**config.mk**
```make
export PLATFORM = sky130hd
export DESIGN_NAME = gate_scheduler
export DESIGN_NICKNAME = d
export VERILOG_FILES = /design/src/rtl/gate_scheduler.sv
export SDC_FILE = /design/constraint.sdc
export NUM_CORES = 1
export LEC_CHECK = 0
export CELL_PAD_IN_SITES_DETAIL_PLACEMENT = 0
export CELL_PAD_IN_SITES_GLOBAL_PLACEMENT = 1
export CORE_UTILIZATION = 33
export CTS_CLUSTER_SIZE = 10
export DETAILED_ROUTE_END_ITERATION = 16
export HOLD_SLACK_MARGIN = 0.12
export PLACE_DENSITY = 0.81
export RECOVER_POWER = 50
export SYNTH_ARGS = -nofsm -noshare
export SYNTH_HDL_FRONTEND = slang
export SYNTH_SLANG_ARGS = --single-unit
```
**constraint.sdc**
```tcl
create_clock -name clk -period 1.4 [get_ports clk]
set_input_delay 0.21 -clock clk [delete_from_list [all_inputs] [get_ports clk]]
set_output_delay 0.21 -clock clk [all_outputs]
set_load 0.02 [all_outputs]
```
**src/rtl/gate_scheduler.sv**
```systemverilog
`default_nettype none
// ============================================================================
//  Module      : gate_scheduler
//  Description : Shares one parking gate between the entry lane and queued
//                exit requests. Each passage runs grant -> event pulse to the
//                parking FSM -> gate hold -> close guard cycle.
//  Revision    : 1.0 - initial release
// ============================================================================
module gate_scheduler #(
    parameter int HOLD_CYCLES = 4
) (
    input  logic       clk,
    input  logic       reset,
    input  logic       entry_req,
    input  logic       exit_req,
    input  logic [1:0] exit_req_slot,
    input  logic [3:0] spots,
    input  logic       is_full,
    output logic       entry_signal,
    output logic       exit_signal,
    output logic [1:0] exit_slot,
    output logic       gate_open,
    output logic       busy,
    output logic       exit_err
);

    localparam int                c_cnt_w     = $clog2(HOLD_CYCLES + 1);
    localparam logic [c_cnt_w-1:0] c_hold_load = c_cnt_w'(HOLD_CYCLES);
    localparam logic [c_cnt_w-1:0] c_cnt_one   = c_cnt_w'(1);

    typedef enum logic [1:0] {
        S_IDLE  = 2'd0,
        S_ISSUE = 2'd1,
        S_OPEN  = 2'd2,
        S_CLOSE = 2'd3
    } state_t;

    state_t               r_state;
    state_t               w_next_state;
    logic                 r_entry_q;
    logic                 r_entry_armed;
    logic [3:0]           r_pending;
    logic                 r_last_entry;     // 1: last grant was entry, 0: exit
    logic [c_cnt_w-1:0]   r_hold_cnt;

    logic                 w_entry_rise;
    logic                 w_entry_elig;
    logic                 w_exit_elig;
    logic [1:0]           w_low_slot;
    logic                 w_grant_entry;
    logic                 w_grant_exit;
    logic                 w_exit_accept;
    logic                 w_clr_entry;
    logic [3:0]           w_clr_mask;
    logic [3:0]           w_set_mask;

    assign w_entry_rise = entry_req & ~r_entry_q;
    assign w_entry_elig = (r_entry_armed | w_entry_rise) & ~is_full;
    assign w_exit_elig  = |r_pending;

    // The granted request is retired at the end of ISSUE, so a same-slot
    // request arriving during ISSUE still sees its bit pending and is refused.
    assign w_clr_entry  = (r_state == S_ISSUE) & entry_signal;
    assign w_clr_mask   = ((r_state == S_ISSUE) && exit_signal) ? (4'b0001 << exit_slot) : 4'b0000;

    assign w_exit_accept = exit_req & spots[exit_req_slot] & ~r_pending[exit_req_slot];
    assign w_set_mask    = w_exit_accept ? (4'b0001 << exit_req_slot) : 4'b0000;

    // Lowest-index pending exit slot
    always_comb begin
        w_low_slot = 2'd0;
        for (int i = 3; i >= 0; i--) begin
            if (r_pending[i]) begin
                w_low_slot = 2'(i);
            end
        end
    end

    // Next-state logic and arbitration (grants only leave IDLE)
    always_comb begin
        w_next_state  = r_state;
        w_grant_entry = 1'b0;
        w_grant_exit  = 1'b0;
        case (r_state)
            S_IDLE: begin
                if (w_entry_elig && (!w_exit_elig || !r_last_entry)) begin
                    w_grant_entry = 1'b1;
                    w_next_state  = S_ISSUE;
                end else if (w_exit_elig) begin
                    w_grant_exit  = 1'b1;
                    w_next_state  = S_ISSUE;
                end
            end
            S_ISSUE: w_next_state = S_OPEN;
            S_OPEN: begin
                if (r_hold_cnt <= c_cnt_one) begin
                    w_next_state = S_CLOSE;
                end
            end
            S_CLOSE: w_next_state = S_IDLE;
            default: w_next_state = S_IDLE;
        endcase
    end

    // State register
    always_ff @(posedge clk) begin
        if (!reset) begin
            r_state <= S_IDLE;
        end else begin
            r_state <= w_next_state;
        end
    end

    // Sensor copy for edge detection; tracks the lane even in reset so a car
    // parked on the sensor across reset is not granted a second time.
    always_ff @(posedge clk) begin
        r_entry_q <= entry_req;
    end

    // Registered outputs, request bookkeeping and hold counter
    always_ff @(posedge clk) begin
        if (!reset) begin
            entry_signal  <= 1'b0;
            exit_signal   <= 1'b0;
            exit_slot     <= 2'd0;
            gate_open     <= 1'b0;
            busy          <= 1'b0;
            exit_err      <= 1'b0;
            r_entry_armed <= 1'b0;
            r_pending     <= 4'b0000;
            r_last_entry  <= 1'b0;
            r_hold_cnt    <= '0;
        end else begin
            entry_signal  <= w_grant_entry;
            exit_signal   <= w_grant_exit;
            if (w_grant_exit) begin
                exit_slot <= w_low_slot;
            end
            gate_open     <= (w_next_state == S_OPEN);
            busy          <= (w_next_state != S_IDLE);
            exit_err      <= exit_req & ~w_exit_accept;
            r_entry_armed <= w_entry_rise | (r_entry_armed & ~w_clr_entry);
            r_pending     <= (r_pending & ~w_clr_mask) | w_set_mask;
            if (r_state == S_ISSUE) begin
                r_last_entry <= entry_signal;
                r_hold_cnt   <= c_hold_load;
            end else if ((r_state == S_OPEN) && (r_hold_cnt != '0)) begin
                r_hold_cnt   <= r_hold_cnt - c_cnt_one;
            end
        end
    end

endmodule
`default_nettype wire

```
==> impl_metrics.csv, run 1 <==
group,metric,value,unit
status,run_status,"finished clean",
die,dieHeight,53.4,microns
clock_network,cts_buffer_depth,2,
finish,nNetsFinal,140,
synthesis,synth_area_per_cell,9.17,sq um
synthesis,post_synth_num_cell_types,32,
sta,setup_violations,0,
setup_path,r2r_slack,0.07,ns
sta,finClkSkew,0.00609,ns
setup_path,worstSetupEndpointType,"flop",
detailed_routing,wl_per_cell,12.0,microns
clock_network,cts-root-buf,"clkbuf_4",
sta,whs,0.466,ns
power,power,1.37,mW
detailed_routing,route.detailed.drc,0,
clock_network,cts_tree,"built",
sta,tns,0,ns
placed_design,port-buffer-count,17,
setup_path,startpoint_type,"flop",
clock_network,postCtsHoldBufs,0,
setup_path,reg2reg_depth,3,
sta,relSlewSlack,0.785,
die,die-area,2850,sq um
sta,hold_violations,0,
global_route,grt_max_degree,13,
sta,period_needed,1.33,ns
die,ios,18,
detailed_routing,drtPass1Iterations,4,
finish,post-route-util,0.467,
finish,layout_common_cells,"dfxtp_1, nor2_1, inv_1, clkdlybuf4s50_1, buf_4",
clock_network,cts-htree-levels,1,
detailed_routing,drt-initial-drc-count,16,
placed_design,place.gp.congestion,0.808,
detailed_routing,routed_wl,1.83,mm
sta,fmax,750,MHz
finish,area_growth,32.8,%
worst_hold_path,hold_start,"entry_req",
synthesis,syn-num-nets,111,
setup_path,r2r_end,"exit_slot[1]",
global_route,grt_overflow,0,
worst_hold_path,hold_end,"r_entry_q",
setup_path,timing.rr.start,"r_pending[1]",
setup_path,arrival,1.56,ns
synthesis,seq_area_frac_synth,0.437,
power,ir_worst_vdd,1140,uV
clock_network,clk_pin_slew_worst_paths,0.12,ns
synthesis,ys_top_cells_by_area,"dfxtp_1, ha_1, nor2_1, a31oi_1, inv_1",
clock_network,post-cts-setup-buffers,0,
synthesis,synth_top_area_share,0.437,
setup_path,crit_type,"reg -> reg",
synthesis,yosys_register_bits,19,
die,core-area,2480,sq um
setup_path,crit_required,1.63,ns
detailed_routing,antenna_left,0,
synthesis,synth_warnings,0,
die,num_rows,18,
finish,nFillCells,257,
worst_hold_path,hp-class,"in -> reg",
finish,diodes,0,
global_route,grt_pass1_vias,707,
clock_network,cts_buffers,3,
placed_design,dp_hpwl,1.44,mm
setup_path,crit_path_max_fanout,4,
synthesis,synth_cells,95,
sta,rsz0062_at_grt,"false",
sta,timing.final.crit_share,0.953,
sta,setup_ws,0.0659,ns
die,initial_core_util,0.352,
finish,final_common_cell,"dfxtp_1",
synthesis,syn_area,871,sq um
sta,worst_slew_pin_slew,0.320,ns
detailed_routing,vias_per_cell,5.14,
sta,final_max_slew_viol_count,0,
global_route,grt_antenna_before_repair,0,
detailed_routing,vias,787,
clock_network,clk_latency,0.30,ns
clock_network,clkSinkCount,19,
job,maxCapViolations,0,
finish,drive_gt1_frac,0.146,
placed_design,pre_cts_ws,-0.0711,ns
synthesis,synth_top_area_cell,"dfxtp_1",
global_route,grt_pass1_wl,3.04,mm
worst_hold_path,min_path_cells,1,
die,die_x,53.4,microns
global_route,grtUsageTotal,0.151,
power,power_density,1190,nW/um^2
power,p_leak,0.496,nW
-- how the worst max path moves through the flow --
stage / startpoint / to / slack [ns]
after CTS: r_state[0] / r_hold_cnt[1] / 0.04
after global routing: r_state[0] / busy / 0.01
after detailed placement: entry_req / exit_slot[1] / -0.07
after floorplan: r_pending[3] / exit_slot[1] / 0.08
after global placement: entry_req / gate_open / -0.04
final: r_pending[1] / exit_slot[1] / 0.07
-- layer usage --
layer  part of all wire  global-route usage  vias up
li1                   -                   -      402
met1               0.49               0.189      370
met2               0.46               0.250       13
met3              0.044              0.0517        2
met4             0.0066              0.0263        0
met5                  0                   0        -
-- stage by stage --
step / cells / cell area (sq um)
global placement: 149 / 1130
CTS: 153 / 1150
detailed placement: 149 / 1130
global route: 153 / 1160
finish: 153 / 1160
floorplan: 95 / 871
-- critical path, stage by stage, from the launching register on --
cell,delay [ns]
dfxtp_1,0.32
or4_4,0.56
and3_4,0.20
o32ai_2,0.18
-- power by group --
| part | total [mW] | switching, mW | internal (mW) |
|---|---|---|---|
| clock network | 0.289 | 0.180 | 0.109 |
| logic | 0.430 | 0.227 | 0.202 |
| registers | 0.655 | 0.0405 | 0.615 |
-- layout make-up --
type / instances / area, sq um / share of cell area
sequential: 19 / 382 / 0.330
tap: 30 / 37.5 / 0.0325
clock inverter: 1 / 7.51 / 0.00649
clock buffer: 3 / 22.5 / 0.0195
timing repair buffer: 25 / 221 / 0.192
multi-input combinational: 65 / 448 / 0.387
inverter: 10 / 37.5 / 0.0325
-- synthesized netlist by cell type (all sizes together) --
| master | number |
|---|---|
| a221oi | 1 |
| a31oi | 6 |
| and3 | 4 |
| a21bo | 1 |
| buf | 1 |
| nor2b | 3 |
| nor2 | 11 |
| a311oi | 2 |
| o21ai | 5 |
| nand2 | 4 |
| a32oi | 1 |
| dfxtp | 19 |
| nand2b | 2 |
| inv | 9 |
| and4b | 1 |
| clkinv | 1 |
| mux2 | 1 |
| o32ai | 1 |
| a21oi | 6 |
| and3b | 1 |
| o21bai | 1 |
| or4 | 1 |
| o2111ai | 1 |
| mux2i | 1 |
| nor3 | 1 |
| xnor2 | 1 |
| o21a | 1 |
| ha | 5 |
| a41oi | 1 |
| and4 | 1 |
| or3 | 1 |
-- registers in the layout, summed over array words and instances (netlist names) --
| register | cells |
|---|---|
| entry_signal | 1 |
| exit_err | 1 |
| gate_open | 1 |
| exit_slot | 2 |
| busy | 1 |
| exit_signal | 1 |
| r_pending | 4 |
| r_entry_armed | 1 |
| r_hold_cnt | 3 |
| r_last_entry | 1 |
| r_entry_q | 1 |
| r_state | 2 |
-- timing repair --
item                       CTS  global route
gates resized for setup      7             2
setup endpoints to repair    7             4
pin swaps                    0             1
-- cells by family (layout without fill, tap and decap cells) --
family | after synthesis | after routing | share of synthesized area
AND/OR/NAND/NOR | 30 | 30 | 0.194
AO/OA/AOI/OAI | 27 | 27 | 0.214
flip-flops | 19 | 19 | 0.437
buffers and inverters | 11 | 39 | 0.0488
adder cells (fa/ha/maj) | 5 | 5 | 0.0718
multiplexers | 2 | 2 | 0.0244
XOR/XNOR | 1 | 1 | 0.0101
Power figures use the tool's default switching activity.
==> inputs of run 2 (changes only) <==
Settings changed: CORE_UTILIZATION 33 to 39, PLACE_DENSITY 0.81 to 0.88.
Clock period 1.4 ns to 1.55 ns, I/O delays scaled along.
==> impl_metrics.csv, run 2 (synthesized netlist as in run 1, its figures left out) <==
group,metric,value,unit
status,run_status,"finished clean",
finish,regMostFlops,"r_pending",
global_route,grtUsageTotal,0.160,
sta,period_needed,1.52,ns
detailed_routing,drt-initial-drc-count,19,
finish,top_regs,"r_pending (4), r_hold_cnt (3)",
die,die-area,2430,sq um
finish,post-route-util,0.553,
detailed_routing,route.detailed.drc,0,
sta,tns,0,ns
finish,drive_gt1_frac,0.101,
die,core-area,2020,sq um
setup_path,crit_buf_inv,1,
clock_network,cts-htree-levels,1,
worst_hold_path,hold_start,"entry_req",
placed_design,dp_hpwl,1.37,mm
setup_path,worstSetupEndpointType,"primary output",
finish,nFillCells,195,
global_route,met3_usage,0.0561,
setup_path,r2r_slack,0.13,ns
clock_network,cts_tree,"built",
global_route,grt_overflow,0,
sta,worst_slew_pin_slew,0.310,ns
setup_path,crit_type,"reg -> out",
detailed_routing,drtPass1Iterations,4,
setup_path,crit_chain,"clkdlybuf4s50_1",
detailed_routing,vias_per_cell,5.05,
die,ios,18,
finish,diodes,0,
job,maxCapViolations,0,
global_route,grt_util_met2,0.253,
sta,fmax,659,MHz
sta,finClkSkew,0.00683,ns
sta,setup_ws,0.0329,ns
finish,largest_reg_flops,4,
power,ir_worst_vdd,684,uV
placed_design,placed_area,1100,sq um
sta,setup_violations,0,
global_route,grt-busiest-layer,"met2",
worst_hold_path,hp-class,"in -> reg",
global_route,grt_max_degree,13,
placed_design,pre_cts_ws,0.0205,ns
sta,relSlewSlack,0.791,
detailed_routing,routed_wl,1.74,mm
setup_path,cp_slowest_stage_delay,0.61,ns
setup_path,timing.rr.start,"r_pending[0]",
clock_network,clk_latency,0.30,ns
sta,whs,0.492,ns
sta,final_max_slew_viol_count,0,
power,power,1.24,mW
placed_design,port-buffer-count,17,
power,power_density,1110,nW/um^2
detailed_routing,wl_per_cell,11.9,microns
clock_network,clk_pin_slew_worst_paths,0.11,ns
setup_path,crit_path_max_fanout,3,
sta,timing.final.crit_share,0.979,
finish,multi_input_area,444,sq um
global_route,grt_antenna_before_repair,0,
clock_network,cts_buffer_depth,2,
global_route,grt_pass1_wl,2.93,mm
finish,final_common_cell,"dfxtp_1",
die,num_rows,16,
finish,layout_common_cells,"dfxtp_1, clkdlybuf4s50_1, nor2_1, inv_1",
setup_path,startpoint_type,"flop",
setup_path,arrival,1.28,ns
placed_design,numPlacedInstances,142,
finish,nNetsFinal,136,
setup_path,crit_family,"buffers and inverters",
global_route,use_met1,0.210,
sta,rsz0062_at_grt,"false",
finish,area_growth,28.3,%
die,dieHeight,49.3,microns
clock_network,cts-root-buf,"clkbuf_4",
power,p_leak,0.454,nW
clock_network,cts_buffers,3,
detailed_routing,antenna_left,0,
die,initial_core_util,0.431,
finish,stdcell_count,146,
setup_path,slowest_stage,"clkdlybuf4s50_1",
global_route,grt_pass1_vias,698,
placed_design,place.gp.congestion,0.758,
die,die_x,49.3,microns
finish,regArea,380,sq um
detailed_routing,vias,737,
setup_path,critPathLaunch,"exit_signal",
clock_network,clkSinkCount,19,
finish,fin_area,1120,sq um
sta,hold_violations,0,
clock_network,postCtsHoldBufs,0,
setup_path,crit_required,1.32,ns
run 2: cell type report:
class | instances | area share
inverter | 10 | 0.0336
clock inverter | 1 | 0.00672
clock buffer | 3 | 0.0202
timing repair buffer | 21 | 0.171
sequential | 19 | 0.340
multi-input combinational | 65 | 0.398
tap | 27 | 0.0302
run 2: final timing paths:
check	to	cells past startpoint
worst max-delay path	exit_signal	1
worst min register to register	exit_slot[0]	2
worst min-delay path	r_entry_q	1
worst max register to register	entry_signal	3
run 2: metal layers:
metal,part of all wire,vias up
li1,-,390
met1,0.51,330
met2,0.44,17
met3,0.046,0
met4,0,0
met5,0,-
run 2: power by group:
| group | switching [mW] | internal, mW |
|---|---|---|
| logic | 0.201 | 0.188 |
| registers | 0.0386 | 0.554 |
| clock network | 0.161 | 0.0984 |
| total | 0.401 | 0.840 |
run 2: what timing repair did:
item,4_1_cts,5_1_grt
setup buffers,0,0
setup endpoints to repair,2,1
gates resized for setup,2,1
==> inputs of run 3 (changes only) <==
Settings changed: ABC_AREA from default to 1, CORE_UTILIZATION 39 to 38, PLACE_DENSITY 0.88 to 0.89.
==> impl_metrics.csv, run 3 <==
group,metric,value,unit
setup_path,crit_family,"buffers and inverters",
clock_network,clkSinkCount,19,
setup_path,reg2reg_depth,6,
synthesis,synth_top_area_share,0.421,
synthesis,seq_area_frac_synth,0.421,
detailed_routing,wl_per_cell,10.3,microns
global_route,grt_antenna_before_repair,0,
sta,hold_violations,0,
finish,diodes,0,
synthesis,synth_area_per_cell,7.40,sq um
finish,area_growth,24.2,%
clock_network,cts-htree-levels,1,
detailed_routing,antenna_left,0,
sta,relSlewSlack,0.737,
global_route,grtUsageTotal,0.154,
synthesis,ys_top_cells_by_area,"dfxtp_1, nand2_1, inv_1, ha_1, a21oi_1",
job,maxCapViolations,0,
detailed_routing,route.detailed.drc,0,
synthesis,syn-num-nets,138,
synthesis,post_synth_num_cell_types,19,
finish,layout_common_cells,"nand2_1, inv_1, dfxtp_1, nor2_1, clkdlybuf4s50_1",
finish,nNetsFinal,160,
clock_network,cts_buffers,3,
finish,regMostFlops,"r_pending",
placed_design,numPlacedInstances,167,
finish,multi_input_area,439,sq um
status,run_status,"finished clean",
sta,tns,0,ns
worst_hold_path,hp-class,"reg -> reg",
power,power_density,1250,nW/um^2
die,die_x,50.8,microns
setup_path,crit_buf_inv,1,
synthesis,async_flop_share,0,
die,core-area,2230,sq um
setup_path,crit_required,1.32,ns
global_route,grt_pass1_vias,754,
synthesis,synth.most_common_cell,"nand2_1",
synthesis,synthTopCellsByCount,"nand2_1, dfxtp_1, inv_1, nor2_1, a21oi_1",
finish,stdcell_count,171,
finish,drive_gt1_frac,0.0629,
global_route,grt_pass1_wl,2.96,mm
die,initial_core_util,0.404,
detailed_routing,drtPass1Iterations,4,
synthesis,yosys_register_bits,19,
finish,regArea,380,sq um
sta,setup_violations,0,
die,ios,18,
clock_network,post-cts-setup-buffers,0,
placed_design,dp_hpwl,1.37,mm
finish,final_common_cell,"nand2_1",
setup_path,arrival,1.25,ns
sta,timing.final.crit_share,0.957,
setup_path,r2r_slack,0.15,ns
clock_network,cts_buffer_depth,2,
placed_design,port-buffer-count,17,
power,ir_worst_vdd,779,uV
setup_path,r2r_end,"r_hold_cnt[2]",
die,die-area,2580,sq um
synthesis,synth-edff-count,0,
setup_path,slowest_stage,"clkdlybuf4s50_1",
finish,largest_reg_flops,4,
finish,nFillCells,228,
setup_path,cp_slowest_stage_delay,0.60,ns
setup_path,crit_path_max_fanout,2,
synthesis,synth_warnings,0,
finish,top_regs,"r_pending (4), r_hold_cnt (3)",
setup_path,startpoint_type,"flop",
clock_network,clk_latency,0.30,ns
sta,fmax,674,MHz
power,p_leak,0.468,nW
sta,final_max_slew_viol_count,0,
synthesis,synth_cells,122,
sta,period_needed,1.48,ns
sta,worst_slew_pin_slew,0.394,ns
sta,finClkSkew,0.00638,ns
setup_path,worstSetupEndpointType,"primary output",
synthesis,synth_ff_type,"dfxtp_1",
detailed_routing,drt-initial-drc-count,12,
detailed_routing,vias,833,
clock_network,clk_pin_slew_worst_paths,0.11,ns
global_route,grt_overflow,0,
setup_path,crit_chain,"clkdlybuf4s50_1",
clock_network,cts_tree,"built",
global_route,grt_max_degree,13,
die,num_rows,17,
setup_path,timing.rr.start,"r_state[0]",
setup_path,crit_type,"reg -> out",
worst_hold_path,min_path_cells,2,
die,dieHeight,50.8,microns
worst_hold_path,hold_end,"r_entry_armed",
detailed_routing,routed_wl,1.76,mm
synthesis,syn_area,903,sq um
synthesis,synth_top_area_cell,"dfxtp_1",
placed_design,place.gp.congestion,0.769,
sta,rsz0062_at_grt,"false",
clock_network,cts-root-buf,"clkbuf_4",
detailed_routing,vias_per_cell,4.87,
worst_hold_path,hold_start,"r_entry_armed",
[run 3: changes by cell type in the layout (fill, tap and decap cells not counted), moves of 3 or more]
cell,change
a31oi_1,-6
and3_1,-3
o31ai_1,+4
buf_4,-3
nor2b_1,-3
a21oi_1,+6
nand3_1,+9
nand2_1,+22
inv_1,+10
[run 3: what timing repair did]
action                     CTS  global route
resized for setup            1             1
setup endpoints to repair    1             1
hold buffers                 0             0
[run 3: cell type report]
type	instances	area share
flip-flops and latches	19	0.339
inverters	19	0.0635
clock buffers	4	0.0234
well taps	28	0.0312
repair buffers	18	0.152
multi-input cells	83	0.391
[run 3: power breakdown]
| group | internal, mW | leakage [nW] | switching, mW | total (mW) |
|---|---|---|---|---|
| logic | 0.211 | 0.297 | 0.310 | 0.520 |
| registers | 0.578 | 0.156 | 0.0504 | 0.628 |
| clock network | 0.100 | 0.0150 | 0.151 | 0.251 |
[run 3: worst max-delay path by stage]
stage | endpoint | cells past startpoint | from | slack (ns)
final | entry_signal | 1 | entry_signal | 0.07
after global routing | entry_signal | 1 | entry_signal | 0.02
after CTS | exit_slot[0] | 1 | exit_slot[0] | 0.02
after detailed placement | r_pending[2] | 7 | exit_req_slot[1] | 0.02
after global placement | r_pending[1] | 7 | exit_req_slot[0] | 0.05
after floorplan | r_hold_cnt[2] | 6 | r_hold_cnt[0] | 0.39
[run 3: cell families (layout without fill, tap and decap cells)]
group                      after synthesis  count (layout)  synth area share
and+or+nand+nor                         57              57             0.289
buffers and inverters                   20              41            0.0831
DFF                                     19              19             0.421
AOI/OAI and AO/OA                       21              21             0.137
adders and majority gates                5               5            0.0693
[run 3: stage by stage]
| stage | worst slack (ns) | total power, mW | hold slack (ns) | utilization | instance area, sq um |
|---|---|---|---|---|---|
| 2_1_floorplan | 0.385 | 0.999 | 0.260 | - | 903 |
| 3_3_place_gp | 0.0513 | 1.17 | 0.449 | 0.498 | 1110 |
| 3_5_place_dp | 0.0160 | 1.18 | 0.460 | 0.498 | 1110 |
| 4_1_cts | 0.0209 | 1.43 | 0.410 | 0.509 | 1140 |
| 5_1_grt | 0.0241 | 1.51 | 0.497 | 0.503 | 1120 |
| 6_report | 0.0664 | 1.40 | 0.472 | 0.503 | 1120 |
[run 3: layer usage]
| metal | part of all wire | global-route usage | up-vias | wire [microns] |
|---|---|---|---|---|
| li1 | - | - | 437 | - |
| met1 | 0.50 | 0.204 | 377 | 874 |
| met2 | 0.45 | 0.242 | 14 | 798 |
| met3 | 0.027 | 0.0182 | 5 | 48 |
| met4 | 0.023 | 0.0833 | 0 | 40 |
| met5 | 0 | 0 | - | 0 |
